[config.mk]
export PLATFORM = sky130hd
export DESIGN_NAME = rom_oscillator_cos
export DESIGN_NICKNAME = d
export VERILOG_FILES = /design/src/rtl/rom_oscillator_cos.sv
export SDC_FILE = /design/constraint.sdc
export NUM_CORES = 1
export LEC_CHECK = 0
export BUFFER_PORTS_ARGS = -buffer_cell sky130_fd_sc_hd__clkbuf_2
export CAP_MARGIN = 25
export CORE_MARGIN = 2
export CORE_UTILIZATION = 44
export DETAILED_ROUTE_END_ITERATION = 12
export PLACE_DENSITY = 0.92
export SLEW_MARGIN = 15
export SYNTH_ARGS = -nofsm -noshare
export SYNTH_HDL_FRONTEND = slang
export SYNTH_SLANG_ARGS = --single-unit
[constraint.sdc]
create_clock -name clk -period 1.6 [get_ports clk]
set_input_delay 0.16 -clock clk [delete_from_list [all_inputs] [get_ports clk]]
set_output_delay 0.16 -clock clk [all_outputs]
set_load 0.05 [all_outputs]
[src/rtl/rom_oscillator_cos.sv]
// rtl/rom_oscillator_cos.sv - fixed-frequency cosine generator stepping through an elaboration-time ROM
module rom_oscillator_cos #(
    parameter int  INT_DATA_WIDTH    = 32,
    parameter real REAL_IN_FREQ_MHZ  = 125.0,
    parameter real REAL_OUT_FREQ_MHZ = 25.0
) (
    input  logic                             clk,
    input  logic                             rst_n,
    input  logic                             i_valid,
    output logic                             o_valid,
    output logic signed [INT_DATA_WIDTH-1:0] o_cos
);

    localparam real RATIO = REAL_IN_FREQ_MHZ / REAL_OUT_FREQ_MHZ;
    // Round the frequency ratio to the nearest whole number of samples per period.
    localparam int  N     = $rtoi(RATIO + 0.5);
    localparam int  IDX_W = (N < 2) ? 1 : $clog2(N);
    localparam real TWO_PI = 6.283185307179586;
    // Full-scale amplitude is symmetric so the most negative code never appears.
    localparam real AMP   = (2.0 ** (INT_DATA_WIDTH - 1)) - 1.0;

    if (N < 2 || N > 4096) begin : g_bad_depth
        $fatal(1, "rom_oscillator_cos: ROM depth out of range 2..4096");
    end
    if (INT_DATA_WIDTH < 8 || INT_DATA_WIDTH > 32) begin : g_bad_width
        $fatal(1, "rom_oscillator_cos: INT_DATA_WIDTH out of range 8..32");
    end

    logic signed [INT_DATA_WIDTH-1:0] rom [N];

    // One period of cosine, rounded half away from zero, fixed at elaboration.
    for (genvar k = 0; k < N; k++) begin : g_rom
        localparam real SAMPLE = AMP * $cos(TWO_PI * real'(k) / real'(N));
        localparam int  ROUNDED = (SAMPLE >= 0.0) ? $rtoi(SAMPLE + 0.5) : $rtoi(SAMPLE - 0.5);
        assign rom[k] = INT_DATA_WIDTH'(ROUNDED);
    end

    logic [IDX_W-1:0]                 idx_q, idx_d;
    logic                             valid_q, valid_d;
    logic signed [INT_DATA_WIDTH-1:0] cos_q, cos_d;

    // Advance phase only on accepted strobes; output holds its sample during gaps.
    always_comb begin
        idx_d   = idx_q;
        valid_d = 1'b0;
        cos_d   = cos_q;
        if (i_valid) begin
            cos_d   = rom[idx_q];
            valid_d = 1'b1;
            idx_d   = (idx_q == IDX_W'(N - 1)) ? '0 : idx_q + 1'b1;
        end
    end

    // State registers with synchronous active-low reset taking priority over the strobe.
    always_ff @(posedge clk) begin
        if (!rst_n) begin
            idx_q   <= '0;
            valid_q <= 1'b0;
            cos_q   <= '0;
        end else begin
            idx_q   <= idx_d;
            valid_q <= valid_d;
            cos_q   <= cos_d;
        end
    end

    assign o_valid = valid_q;
    assign o_cos   = cos_q;

endmodule

== Yosys cells after proc, flatten, opt, wreduce, memory -nomap -nowiden ==
Memories as Yosys holds them, arrays and structs flattened. A register that Yosys moved wholly into a read port is not among the register bits.
Cells that the tools add are included.

* ROM bits: 256
* Memories kept: 1
* Flip-flop bits (word level): 4

{| class="wikitable"
|+ Memories
! name !! words !! bits a word !! rd ports !! clocked after Yosys merged registers in !! wr ports !! line !! text
|-
| (name not given) || 8 || 32 || 1 || 1 || 0 || 48 || <nowiki>cos_d = rom[idx_q];</nowiki>
|}

* $add $sub $neg: 1
* Reductions and logical operators: 1
* Bitwise operators: 1
* Equality and inequality tests: 1
* Muxes and demuxes: 2

{| class="wikitable"
|+ Operator list
! kind !! number
|-
| $not A3 Y4 || 1
|-
| $add A3 B1 Y3 const B || 1
|-
| $eq A3 B3 Y1 const B || 1
|-
| $mux W3 || 1
|-
| $logic_not A1 Y1 || 1
|-
| $mux W1 || 1
|}

== Depth between registers and ports, before layout ==
Gate-level depths: netlist of run 1.

* Depth after elaboration: 2
* Depth in mapped cells: 5
* Depth with buffers taken out: 5

== Worst setup path before layout of run 1 ==
No wires, ideal clock.

* Path kind: reg2out
* Start point: reg o_cos[29] (netlist name)
* End point: out o_cos[10]
* Required time: 1.440 ns
* Cell stages (with the launch flop): 2
* Path slack: 0.233 ns
* Arrival: 1.207 ns
* Path buffers: 1
* Cell sequence: dfxtp_1 -> buf_4

{| class="wikitable"
|+ RTL lines
! what !! line !! text
|-
| end, declared || 11 || <nowiki>output logic signed [INT_DATA_WIDTH-1:0] o_cos</nowiki>
|}

==> summary.md, run 1 <==
| Metric | Value |
|---|---|
| Top cells by area, synth | `buf_4 33%, dfxtp_1 30%, ha_1 6.2%` |
| Clk_skew | `6.48 ps` |
| Endpoints failing setup | `0` |
| Initial DRT Pass Iterations | `4` |
| Int Pwr | `405 uW` |
| Warnings from Yosys | `0` |
| Arr. time, crit path | `1260 ps` |
| Pwr Density | `1320 nW/um^2` |
| EDFF count, synth | `0` |
| Cell area after synthesis | `606 sq um` |
| Final period utilization | `88.5%` |
| Post-synth top cells | `27 x buf_4, 9 x dfxtp_1, 3 x ha_1, 3 x mux2i_1, 3 x nor2b_1` |
| Core Footprint | `1300 sq um` |
| Reg power frac | `32.9%` |
| Clk buf depth | `2` |
| Vert. Die Dim | `41.1 um` |
| Total wire length | `868 um` |
| Post-synth top flop | `dfxtp_1` |
| Die Wd | `41.1 um` |
| Grt total ovfl | `0` |
| Unrepaired setup endpoints after global routing | `false` |
| CTS tree | `yes` |
| Residual DRC | `0` |
| CP Launch Type | `flip-flop` |
| Routability Congestion | `0.740` |
| VDD IR-drop max | `0.632 mV` |
| Fin crit period | `1420 ps` |
| Met3 GRT Util | `8.15%` |
| Placed Cells | `87` |
| Top-count cell post-synth | `buf_4` |
| Syn Inst Count | `66` |
| Clock sink count | `9` |
| Post-Layout Cell Count | `91` |
| Worst-path clk slew | `60 ps` |
| Met2 GRT Util | `16.0%` |
| Number of library cell types mapped by synthesis | `19` |
| Worst-Skew Late Latency | `250 ps` |
| Via count | `384` |
| Max Freq | `706 MHz` |
| DR WL/cell | `9.54 um` |
| Critical-path cell list | `clkbuf_2` |
| HP Class | `input port to flip-flop` |
| FF-to-FF End | `idx_q[0]$_SDFFE_PN0P_` |
| Sum of negative setup slack | `0 ps` |
| Port buffer count | `35` |
| Vias per Instance | `4.22` |
| FFs w/ async S/R, synth | `0%` |
| Critical Path End | `o_cos[6]` |
| Final Hold Vio Count | `0` |
| Slew @ Worst Pin | `494 ps` |
| Slowest library cell on the worst path | `dfxtp_1` |
| Worst setup startpoint | `o_cos[29]$_SDFFE_PN0P_` |
| Largest net degree at the start of global routing | `20` |
| Number of global-route vias before repair | `272` |
| H-tree depth | `1` |
| CTS Hold Bufs | `0` |
| Synth Area per Inst | `9.18 sq um` |
| Max incr delay on CP | `630 ps` |
| Io pins | `36` |
| Max-slew violations | `0` |
| Crit-path max FO | `19` |
| R2R setup slack | `480 ps` |
| Gate power share | `45.9%` |
| First-pass GRT wire length | `1.15 mm` |
| ANT nets after route | `0` |
| Initial Util | `46.5%` |
| Post-synth top area cell | `buf_4` |
| Switch Pwr | `393 uW` |
| CTS Buf Count | `3` |
| Die area | `1690 sq um` |
| Initial DRC count | `7` |
| Grt peak-use layer | `met2` |
| Layout area overhead | `0.207%` |
| WP data required | `1440 ps` |
| Static Leak | `0.340 nW` |
| Synthesis-stage register bit count | `9` |
| Outcome | `complete, no violations` |
| Root Buffer | `clkbuf_4` |
| Crit path buf inv count | `1` |
| Setup repair bufs after CTS | `0` |
| Site Rows | `13` |
| Post-CTS Resized | `0` |
| Sw frac | `49.3%` |
| Worst path depth | `1` |
| Nature of the critical path endpoint | `output port` |
| Crit path max-delay family | `flip-flops` |
| Ant diodes | `0` |
| Top cell type's share of synthesized area | `33.5%` |
| WS Path Type | `flip-flop to output port` |
| Total GRT Usage | `10.9%` |
| Relative slew slack | `67.0%` |
| Post-DP HPWL | `671 um` |
| Antenna violations before repair | `0` |
| Syn nets | `72` |
| Worst r2r src | `idx_q[1]$_SDFFE_PN0P_` |
| M1 GR Usage | `13.4%` |
| Reg2reg path depth | `5` |
| Ratio of cells with drive above 1 in the final layout | `57.9%` |
| Final nets | `83` |
| Sequential area share after synthesis | `29.8%` |
| Maxcap violations | `0` |
| Clock Power Share | `21.2%` |
[cells by family after synthesis]
kind of cell,share of synthesized area (%)
flip-flops,29.8
adder cells (fa/ha/maj),6.20
AND/OR/NAND/NOR,14.3
buffers and inverters,37.4
multiplexers,4.96
AO/OA/AOI/OAI,7.44
[state kept, by name, summed over array words and instances (netlist names)]
| signal | flops |
|---|---|
| o_cos | 5 |
| idx_q | 3 |
| o_valid | 1 |
[power groups by stage]
stage	combinational [mW]	clock [mW]	sequential [mW]
after floorplan	0.344	0	0.303
after global placement	0.365	0	0.266
after detailed placement	0.369	0	0.269
after CTS	0.369	0.170	0.264
after global routing	0.385	0.188	0.269
final	0.367	0.169	0.263
[worst min-delay path by stage]
stage                     startpoint  depth (start not counted)                     to  slack (ps)
2_1_floorplan                i_valid                          2  o_cos[1]$_SDFFE_PN0P_         410
5_1_grt                        rst_n                          2  o_cos[1]$_SDFFE_PN0P_         220
3_3_place_gp   o_cos[1]$_SDFFE_PN0P_                          1  o_cos[1]$_SDFFE_PN0P_         440
4_1_cts                        rst_n                          2  o_cos[1]$_SDFFE_PN0P_         230
3_5_place_dp   o_cos[1]$_SDFFE_PN0P_                          1  o_cos[1]$_SDFFE_PN0P_         440
6_report                       rst_n                          2  o_cos[1]$_SDFFE_PN0P_         240
[layout make-up]
type,count,area [sq um]
fillers,121,694
flip-flops and latches,9,180
repair buffers,35,175
clock buffers,4,26.3
well taps,15,18.8
multi-input cells,26,199
inverters,2,7.51
[cell usage in the layout (no fill, tap or decap)]
master	instances
a21oi_1	2
a21oi_2	2
and2_2	1
and2b_1	2
and2b_4	1
clkbuf_1	1
clkbuf_2	35
clkbuf_4	3
dfxtp_1	9
ha_1	3
inv_1	2
mux2i_1	3
nand2_1	1
nand3_1	2
nor2_1	1
nor2b_1	3
nor2b_2	2
o21a_1	1
o21ai_0	2
[through the flow]
stage / hold slack, ps / total power, mW / setup slack (ps) / cell area [sq um] / util [%]
final: 238 / 0.798 / 184 / 607 / 46.6
after global routing: 223 / 0.842 / 21.6 / 607 / 46.6
after CTS: 226 / 0.803 / 153 / 607 / 46.6
after detailed placement: 445 / 0.637 / 432 / 581 / 44.6
after global placement: 436 / 0.632 / 494 / 581 / 44.6
after floorplan: 406 / 0.647 / 233 / 606 / -
[routing by layer]
layer | vias up | part of all wire, % | routed length, um
li1 | 202 | - | -
met1 | 166 | 43 | 376
met2 | 16 | 50 | 430
met3 | 0 | 6.9 | 60
met4 | 0 | 0 | 0
met5 | - | 0 | 0
No activity file was read; power rests on OpenSTA's default activity.
==> run 2, diff against run 1 <==
--- a/config.mk
+++ b/config.mk
@@ -8,9 +8,9 @@
 export BUFFER_PORTS_ARGS = -buffer_cell sky130_fd_sc_hd__clkbuf_2
 export CAP_MARGIN = 25
 export CORE_MARGIN = 2
-export CORE_UTILIZATION = 44
+export CORE_UTILIZATION = 41
 export DETAILED_ROUTE_END_ITERATION = 12
-export PLACE_DENSITY = 0.92
+export PLACE_DENSITY = 0.87
 export SLEW_MARGIN = 15
 export SYNTH_ARGS = -nofsm -noshare
 export SYNTH_HDL_FRONTEND = slang
==> constraint.sdc (replaced) <==
create_clock -name clk -period 1.5 [get_ports clk]
set_input_delay 0.15 -clock clk [delete_from_list [all_inputs] [get_ports clk]]
set_output_delay 0.15 -clock clk [all_outputs]
set_load 0.05 [all_outputs]
==> run 2 against run 1 <==
Net effect:
- global-route usage shrank 0.28 points
- sequential cell count is the same
- register-to-register slack lost 110 ps
- highest routed layer is now met4
- non-clock buffer count is the same
- die area grew 6.6%
- hold slack lost 31 ps
- clock skew shrank 3.7 ps
- count of clock-buffer cells in the layout is the same
- final cell count is the same
==> summary.md, run 2 (same netlist as run 1, synthesis figures left out) <==
| Metric | Value |
|---|---|
| Top Metal Used | `met4` |
| Ant diodes | `0 (unchanged)` |
| Initial DRC count | `5 (-2)` |
| Grt total ovfl | `0 (unchanged)` |
| Number of flip-flops in the largest register | `5 (unchanged)` |
| Placement Setup Slack | `365 ps (-66.5 ps)` |
| Hold EP | `o_cos[1]$_SDFFE_PN0P_` |
| Total GRT Usage | `10.7% (-0.28 points)` |
| Final worst setup slack | `276 ps (+92.1 ps)` |
| Switch Pwr | `422 uW (+7.4%)` |
| Outcome | `complete, no violations` |
| Unrepaired setup endpoints after global routing | `false` |
| Vert. Die Dim | `42.4 um (+3.2%)` |
| Hold path depth | `2 (unchanged)` |
| CTS tree | `yes` |
| Ratio of cells with drive above 1 in the final layout | `59.2% (+1.3 points)` |
| Crit path max-delay family | `flip-flops` |
| Worst r2r src | `idx_q[1]$_SDFFE_PN0P_` |
| Reg power frac | `32.8% (about the same)` |
| Clk_skew | `2.83 ps (-3.65 ps)` |
| Core Footprint | `1330 sq um (+2.5%)` |
| WL met2 | `396 um (-7.9%)` |
| CP Launch Type | `flip-flop` |
| HP Class | `input port to flip-flop` |
| Static Leak | `0.340 nW (about the same)` |
| Int Pwr | `432 uW (+6.8%)` |
| Wl on met1 | `351 um (-6.6%)` |
| Io pins | `36 (unchanged)` |
| Clock Power Share | `21.6% (+0.4 points)` |
| Clk buf depth | `2 (unchanged)` |
| Max Freq | `817 MHz` |
| VDD IR-drop max | `0.427 mV (-32%)` |
| Sum of negative setup slack | `0 ps (unchanged)` |
| Maxcap violations | `0 (unchanged)` |
| Sw frac | `49.4% (+0.13 points)` |
| Endpoints failing setup | `0 (unchanged)` |
| Crit-path max FO | `11 (-8)` |
| Slowest library cell on the worst path | `dfxtp_1` |
| Die area | `1800 sq um (+6.6%)` |
| WP data required | `1350 ps (-90 ps)` |
| Site Rows | `13 (unchanged)` |
| Total wire length | `850 um (-2.1%)` |
| Fillers | `131 (+8.3%)` |
| Die Wd | `42.4 um (+3.2%)` |
| Relative slew slack | `81.0% (+14 points)` |
| Final nets | `83 (unchanged)` |
| Port buffer count | `35 (unchanged)` |
| Final Hold Vio Count | `0 (unchanged)` |
| Reg2reg path depth | `5 (unchanged)` |
| Slew @ Worst Pin | `285 ps (-209 ps)` |
| Critical-path cell list | `clkbuf_2` |
| Largest net degree at the start of global routing | `20 (unchanged)` |
| FF-to-FF End | `idx_q[0]$_SDFFE_PN0P_` |
| Gate power share | `45.6% (-0.3 points)` |
| HP Start | `rst_n` |
| ANT nets after route | `0 (unchanged)` |
| WL met3 | `64 um (+6.7%)` |
| Arr. time, crit path | `1070 ps (-190 ps)` |
| Worst-path clk slew | `60 ps (about the same)` |
| DR WL/cell | `9.34 um (-2.1%)` |
| Fin crit period | `1220 ps` |
| Via count | `402 (+4.7%)` |
| Worst-Skew Late Latency | `260 ps (about the same)` |
| Leading cell type in the layout, fill and taps excluded | `clkbuf_2` |
| CTS Buf Count | `3 (unchanged)` |
| Setup repair bufs after CTS | `0 (unchanged)` |
| H-tree depth | `1 (unchanged)` |
| Max incr delay on CP | `480 ps (-150 ps)` |
| Layout area overhead | `0.413%` |
| WS Path Type | `flip-flop to output port` |
| Clock sink count | `9 (unchanged)` |
| Max-slew violations | `0 (unchanged)` |
| Final period utilization | `81.6%` |
| Vias per Instance | `4.42 (+4.7%)` |
| Pwr Density | `1410 nW/um^2 (+6.8%)` |
| Root Buffer | `clkbuf_4` |
| Leading cell types in the layout, fill and taps excluded | `35 x clkbuf_2, 8 x dfxtp_1` |
| Antenna violations before repair | `0 (unchanged)` |
| Residual DRC | `0 (unchanged)` |
| Routability Congestion | `0.658 (-11%)` |
| R2R setup slack | `370 ps (-110 ps)` |
| Initial Util | `45.4% (-1.1 points)` |
| Initial DRT Pass Iterations | `3 (-1)` |
| Number of global-route vias before repair | `312 (+15%)` |
| Crit path buf inv count | `1 (unchanged)` |
| First-pass GRT wire length | `1.35 mm (+17%)` |
| Nature of the critical path endpoint | `output port` |
## run 2: cell types whose count changed in the layout (fill, tap and decap cells not counted)
cell     delta
dfxtp_2     +1
dfxtp_1     -1
## run 2: worst max path at each step
stage,startpoint,to,slack [ps],depth (start not counted)
after floorplan,o_cos[29]$_SDFFE_PN0P_,o_cos[10],140,1
after global placement,o_cos[29]$_SDFFE_PN0P_,o_cos[24],400,1
after detailed placement,o_cos[29]$_SDFFE_PN0P_,o_cos[12],370,1
after CTS,o_cos[29]$_SDFFE_PN0P_,o_cos[12],80,1
after global routing,o_cos[28]$_SDFFE_PN0P_,o_cos[27],170,1
final,o_cos[28]$_SDFFE_PN0P_,o_cos[7],280,1
## run 2: through the flow
stage / cells / hold slack (ps) / cell area, sq um / power (mW) / utilization (%)
global route: 91 / 218 / 608 / 0.900 / 45.6
floorplan: 66 / 396 / 606 / 0.690 / -
global placement: 87 / 440 / 581 / 0.674 / 43.5
CTS: 91 / 200 / 607 / 0.868 / 45.5
finish: 91 / 207 / 608 / 0.855 / 45.6
detailed placement: 87 / 441 / 581 / 0.679 / 43.5
## run 2: power groups by stage
| stage | clock [mW] | sequential, mW | combinational, mW |
|---|---|---|---|
| 3_5_place_dp | 0 | 0.286 | 0.393 |
| 5_1_grt | 0.211 | 0.285 | 0.404 |
| 6_report | 0.185 | 0.280 | 0.390 |
| 2_1_floorplan | 0 | 0.323 | 0.367 |
| 3_3_place_gp | 0 | 0.284 | 0.390 |
| 4_1_cts | 0.195 | 0.281 | 0.393 |
## run 2: routing by layer
metal | up-vias | global-route usage [%]
met5 | - | 0
met3 | 4 | 2.59
met2 | 25 | 16.0
li1 | 203 | -
met1 | 170 | 10.9
met4 | 0 | 13.1
## run 2: what timing repair did
item / CTS / global route
endpoints found under the setup margin: 0 / 17
gates resized for setup: 0 / 1
hold buffers: 0 / 0
## run 2: layout make-up
type	instances	area, sq um	share of cell area (%)
Sequential cell	9	181	29.8
Multi-Input combinational cell	26	199	32.7
Inverter	2	7.51	1.23
Clock buffer	4	26.3	4.32
Timing Repair Buffer	35	175	28.8
Tap cell	15	18.8	3.09
==> run 3, diff against run 2 <==
==> constraint.sdc (replaced) <==
create_clock -name clk -period 1.3 [get_ports clk]
set_input_delay 0.13 -clock clk [delete_from_list [all_inputs] [get_ports clk]]
set_output_delay 0.13 -clock clk [all_outputs]
set_load 0.05 [all_outputs]
==> run 3 against run 2 <==
Net effect:
- clock skew rose by 3.2 ps
- total power is 16% higher
- utilization unchanged
- first-iteration DRC count stayed put
- largest power group unchanged
- final area stayed put
- global-route usage up 0.18 points
- critical endpoint is now o_cos[2]
- wire length up 7.1%
==> summary.md, run 3 (same netlist as run 1, synthesis figures left out) <==
| Metric | Value |
|---|---|
| Slew @ Worst Pin | `282 ps (-3.06 ps)` |
| Leading cell types in the layout, fill and taps excluded | `35 x clkbuf_2, 8 x dfxtp_1` |
| CTS tree | `yes` |
| Endpoints failing setup | `0 (unchanged)` |
| Layout area overhead | `0.413% (unchanged)` |
| WS Path Type | `flip-flop to output port` |
| Post-CTS Resized | `0 (unchanged)` |
| Grt total ovfl | `0 (unchanged)` |
| DR WL/cell | `10.0 um (+7.1%)` |
| Clock Power Share | `21.7% (about the same)` |
| Critical Path End | `o_cos[2]` |
| Worst r2r src | `idx_q[1]$_SDFFE_PN0P_` |
| Unrepaired setup endpoints after global routing | `false` |
| Ratio of cells with drive above 1 in the final layout | `59.2% (unchanged)` |
| Die Wd | `42.4 um (unchanged)` |
| Root Buffer | `clkbuf_4` |
| VDD IR-drop max | `0.517 mV (+21%)` |
| Crit path max-delay family | `flip-flops` |
| CTS Buf Count | `3 (unchanged)` |
| Ant diodes | `0 (unchanged)` |
| Leading cell type in the layout, fill and taps excluded | `clkbuf_2` |
| Max Freq | `830 MHz` |
| Worst-path clk slew | `60 ps (about the same)` |
| Post-Layout Cell Count | `91 (unchanged)` |
| Placed Cells | `87 (unchanged)` |
| Reg2reg path depth | `5 (unchanged)` |
| Vias per Instance | `4.31 (-2.5%)` |
| Worst path depth | `1 (unchanged)` |
| Site Rows | `13 (unchanged)` |
| Final hold slack | `185 ps (-21.8 ps)` |
| Final nets | `83 (unchanged)` |
| Critical-path cell list | `clkbuf_2` |
| Nature of the critical path endpoint | `output port` |
| Die area | `1800 sq um (unchanged)` |
| Clk buf depth | `2 (unchanged)` |
| Total wire length | `910 um (+7.1%)` |
| Met2 GRT Util | `18.2% (+2.2 points)` |
| Initial DRT Pass Iterations | `4 (+1)` |
| Core Footprint | `1330 sq um (unchanged)` |
| Number of flip-flops in the largest register | `5 (unchanged)` |
| Total GRT Usage | `10.8% (+0.18 points)` |
| Final Hold Vio Count | `0 (unchanged)` |
| Slowest library cell on the worst path | `dfxtp_2` |
| Sw frac | `49.5% (+0.11 points)` |
| CTS Hold Bufs | `0 (unchanged)` |
| FF-to-FF End | `idx_q[0]$_SDFFE_PN0P_` |
| Initial Util | `45.4% (unchanged)` |
| Largest net degree at the start of global routing | `20 (unchanged)` |
| Initial DRC count | `5 (unchanged)` |
| H-tree depth | `1 (unchanged)` |
| Arr. time, crit path | `1070 ps (about the same)` |
| Max incr delay on CP | `480 ps (about the same)` |
| Fin crit period | `1200 ps` |
| Static Leak | `0.340 nW (unchanged)` |
| Clk_skew | `6.01 ps (+3.19 ps)` |
| Relative slew slack | `81.3% (+0.31 points)` |
| Number of global-route vias before repair | `336 (+7.7%)` |
| Gate power share | `45.7% (about the same)` |
| WP data required | `1170 ps (-180 ps)` |
| Sum of negative setup slack | `0 ps (unchanged)` |
| Final period utilization | `92.7%` |
| Maxcap violations | `0 (unchanged)` |
| Crit-path max FO | `19 (+8)` |
| Reg power frac | `32.6% (-0.2 points)` |
| Int Pwr | `500 uW (+16%)` |
| Outcome | `complete, no violations` |
| Worst setup startpoint | `o_cos[29]$_SDFFE_PN0P_` |
| Grt peak-use layer | `met2` |
| Switch Pwr | `490 uW (+16%)` |
| First-pass GRT wire length | `1.39 mm (+3.0%)` |
| Crit path buf inv count | `1 (unchanged)` |
| Met3 GRT Util | `5.17% (+2.6 points)` |
| Antenna violations before repair | `0 (unchanged)` |
| Worst-Skew Late Latency | `260 ps (about the same)` |
| M1 GR Usage | `10.3% (-0.52 points)` |
| Residual DRC | `0 (unchanged)` |
| Pwr Density | `1630 nW/um^2 (+16%)` |
| Via count | `392 (-2.5%)` |
| Final Power | `990 uW (+16%)` |
| HP Class | `input port to flip-flop` |
| Cell Area, Placed | `582 sq um (+0.22%)` |
| ANT nets after route | `0 (unchanged)` |
| R2R setup slack | `180 ps (-190 ps)` |
| Setup repair bufs after CTS | `0 (unchanged)` |
| CP Launch Type | `flip-flop` |
| Clock sink count | `9 (unchanged)` |
| Routability Congestion | `0.674 (+2.5%)` |
| Port buffer count | `35 (unchanged)` |
| Post-DP HPWL | `710 um` |
| Design area | `608 sq um (unchanged)` |
| Max-slew violations | `0 (unchanged)` |
| Vert. Die Dim | `42.4 um (unchanged)` |
| Io pins | `36 (unchanged)` |
-- run 3: stage by stage --
step                      worst slack (ps)  utilization, %
after floorplan                        103               -
after global routing                  17.9            45.6
after detailed placement               186            43.6
final                                 95.5            45.6
after CTS                             78.0            45.6
after global placement                 257            43.6
-- run 3: worst min-delay path by stage --
stage	cells past startpoint	startpoint	to	slack (ps)
final	2	rst_n	o_cos[1]$_SDFFE_PN0P_	180
after global routing	2	rst_n	o_cos[1]$_SDFFE_PN0P_	200
after CTS	2	rst_n	o_cos[1]$_SDFFE_PN0P_	180
after detailed placement	1	o_cos[1]$_SDFFE_PN0P_	o_cos[1]$_SDFFE_PN0P_	440
after global placement	1	o_cos[1]$_SDFFE_PN0P_	o_cos[1]$_SDFFE_PN0P_	440
after floorplan	2	i_valid	o_cos[1]$_SDFFE_PN0P_	380
-- run 3: per-layer routing --
metal  share of wire [%]  up-vias  wire [um]
met2                  49       21        447
met3                 7.6        2         69
li1                    -      200          -
met1                  41      169        373
met5                   0        -          0
met4                 2.1        0         19
-- run 3: cell type report --
| cell class | instances | area, sq um |
|---|---|---|
| clock buffer | 4 | 26.3 |
| fill | 137 | 726 |
| inverter | 2 | 7.51 |
| multi-input combinational | 26 | 199 |
| sequential | 9 | 181 |
| tap | 15 | 18.8 |
| timing repair buffer | 35 | 175 |
-- run 3: power groups by stage --
stage | Combinational, mW | Clock [mW] | Sequential [mW]
2_1_floorplan | 0.423 | 0 | 0.374
3_3_place_gp | 0.451 | 0 | 0.328
3_5_place_dp | 0.456 | 0 | 0.330
4_1_cts | 0.456 | 0.224 | 0.324
5_1_grt | 0.467 | 0.239 | 0.329
6_report | 0.452 | 0.215 | 0.323
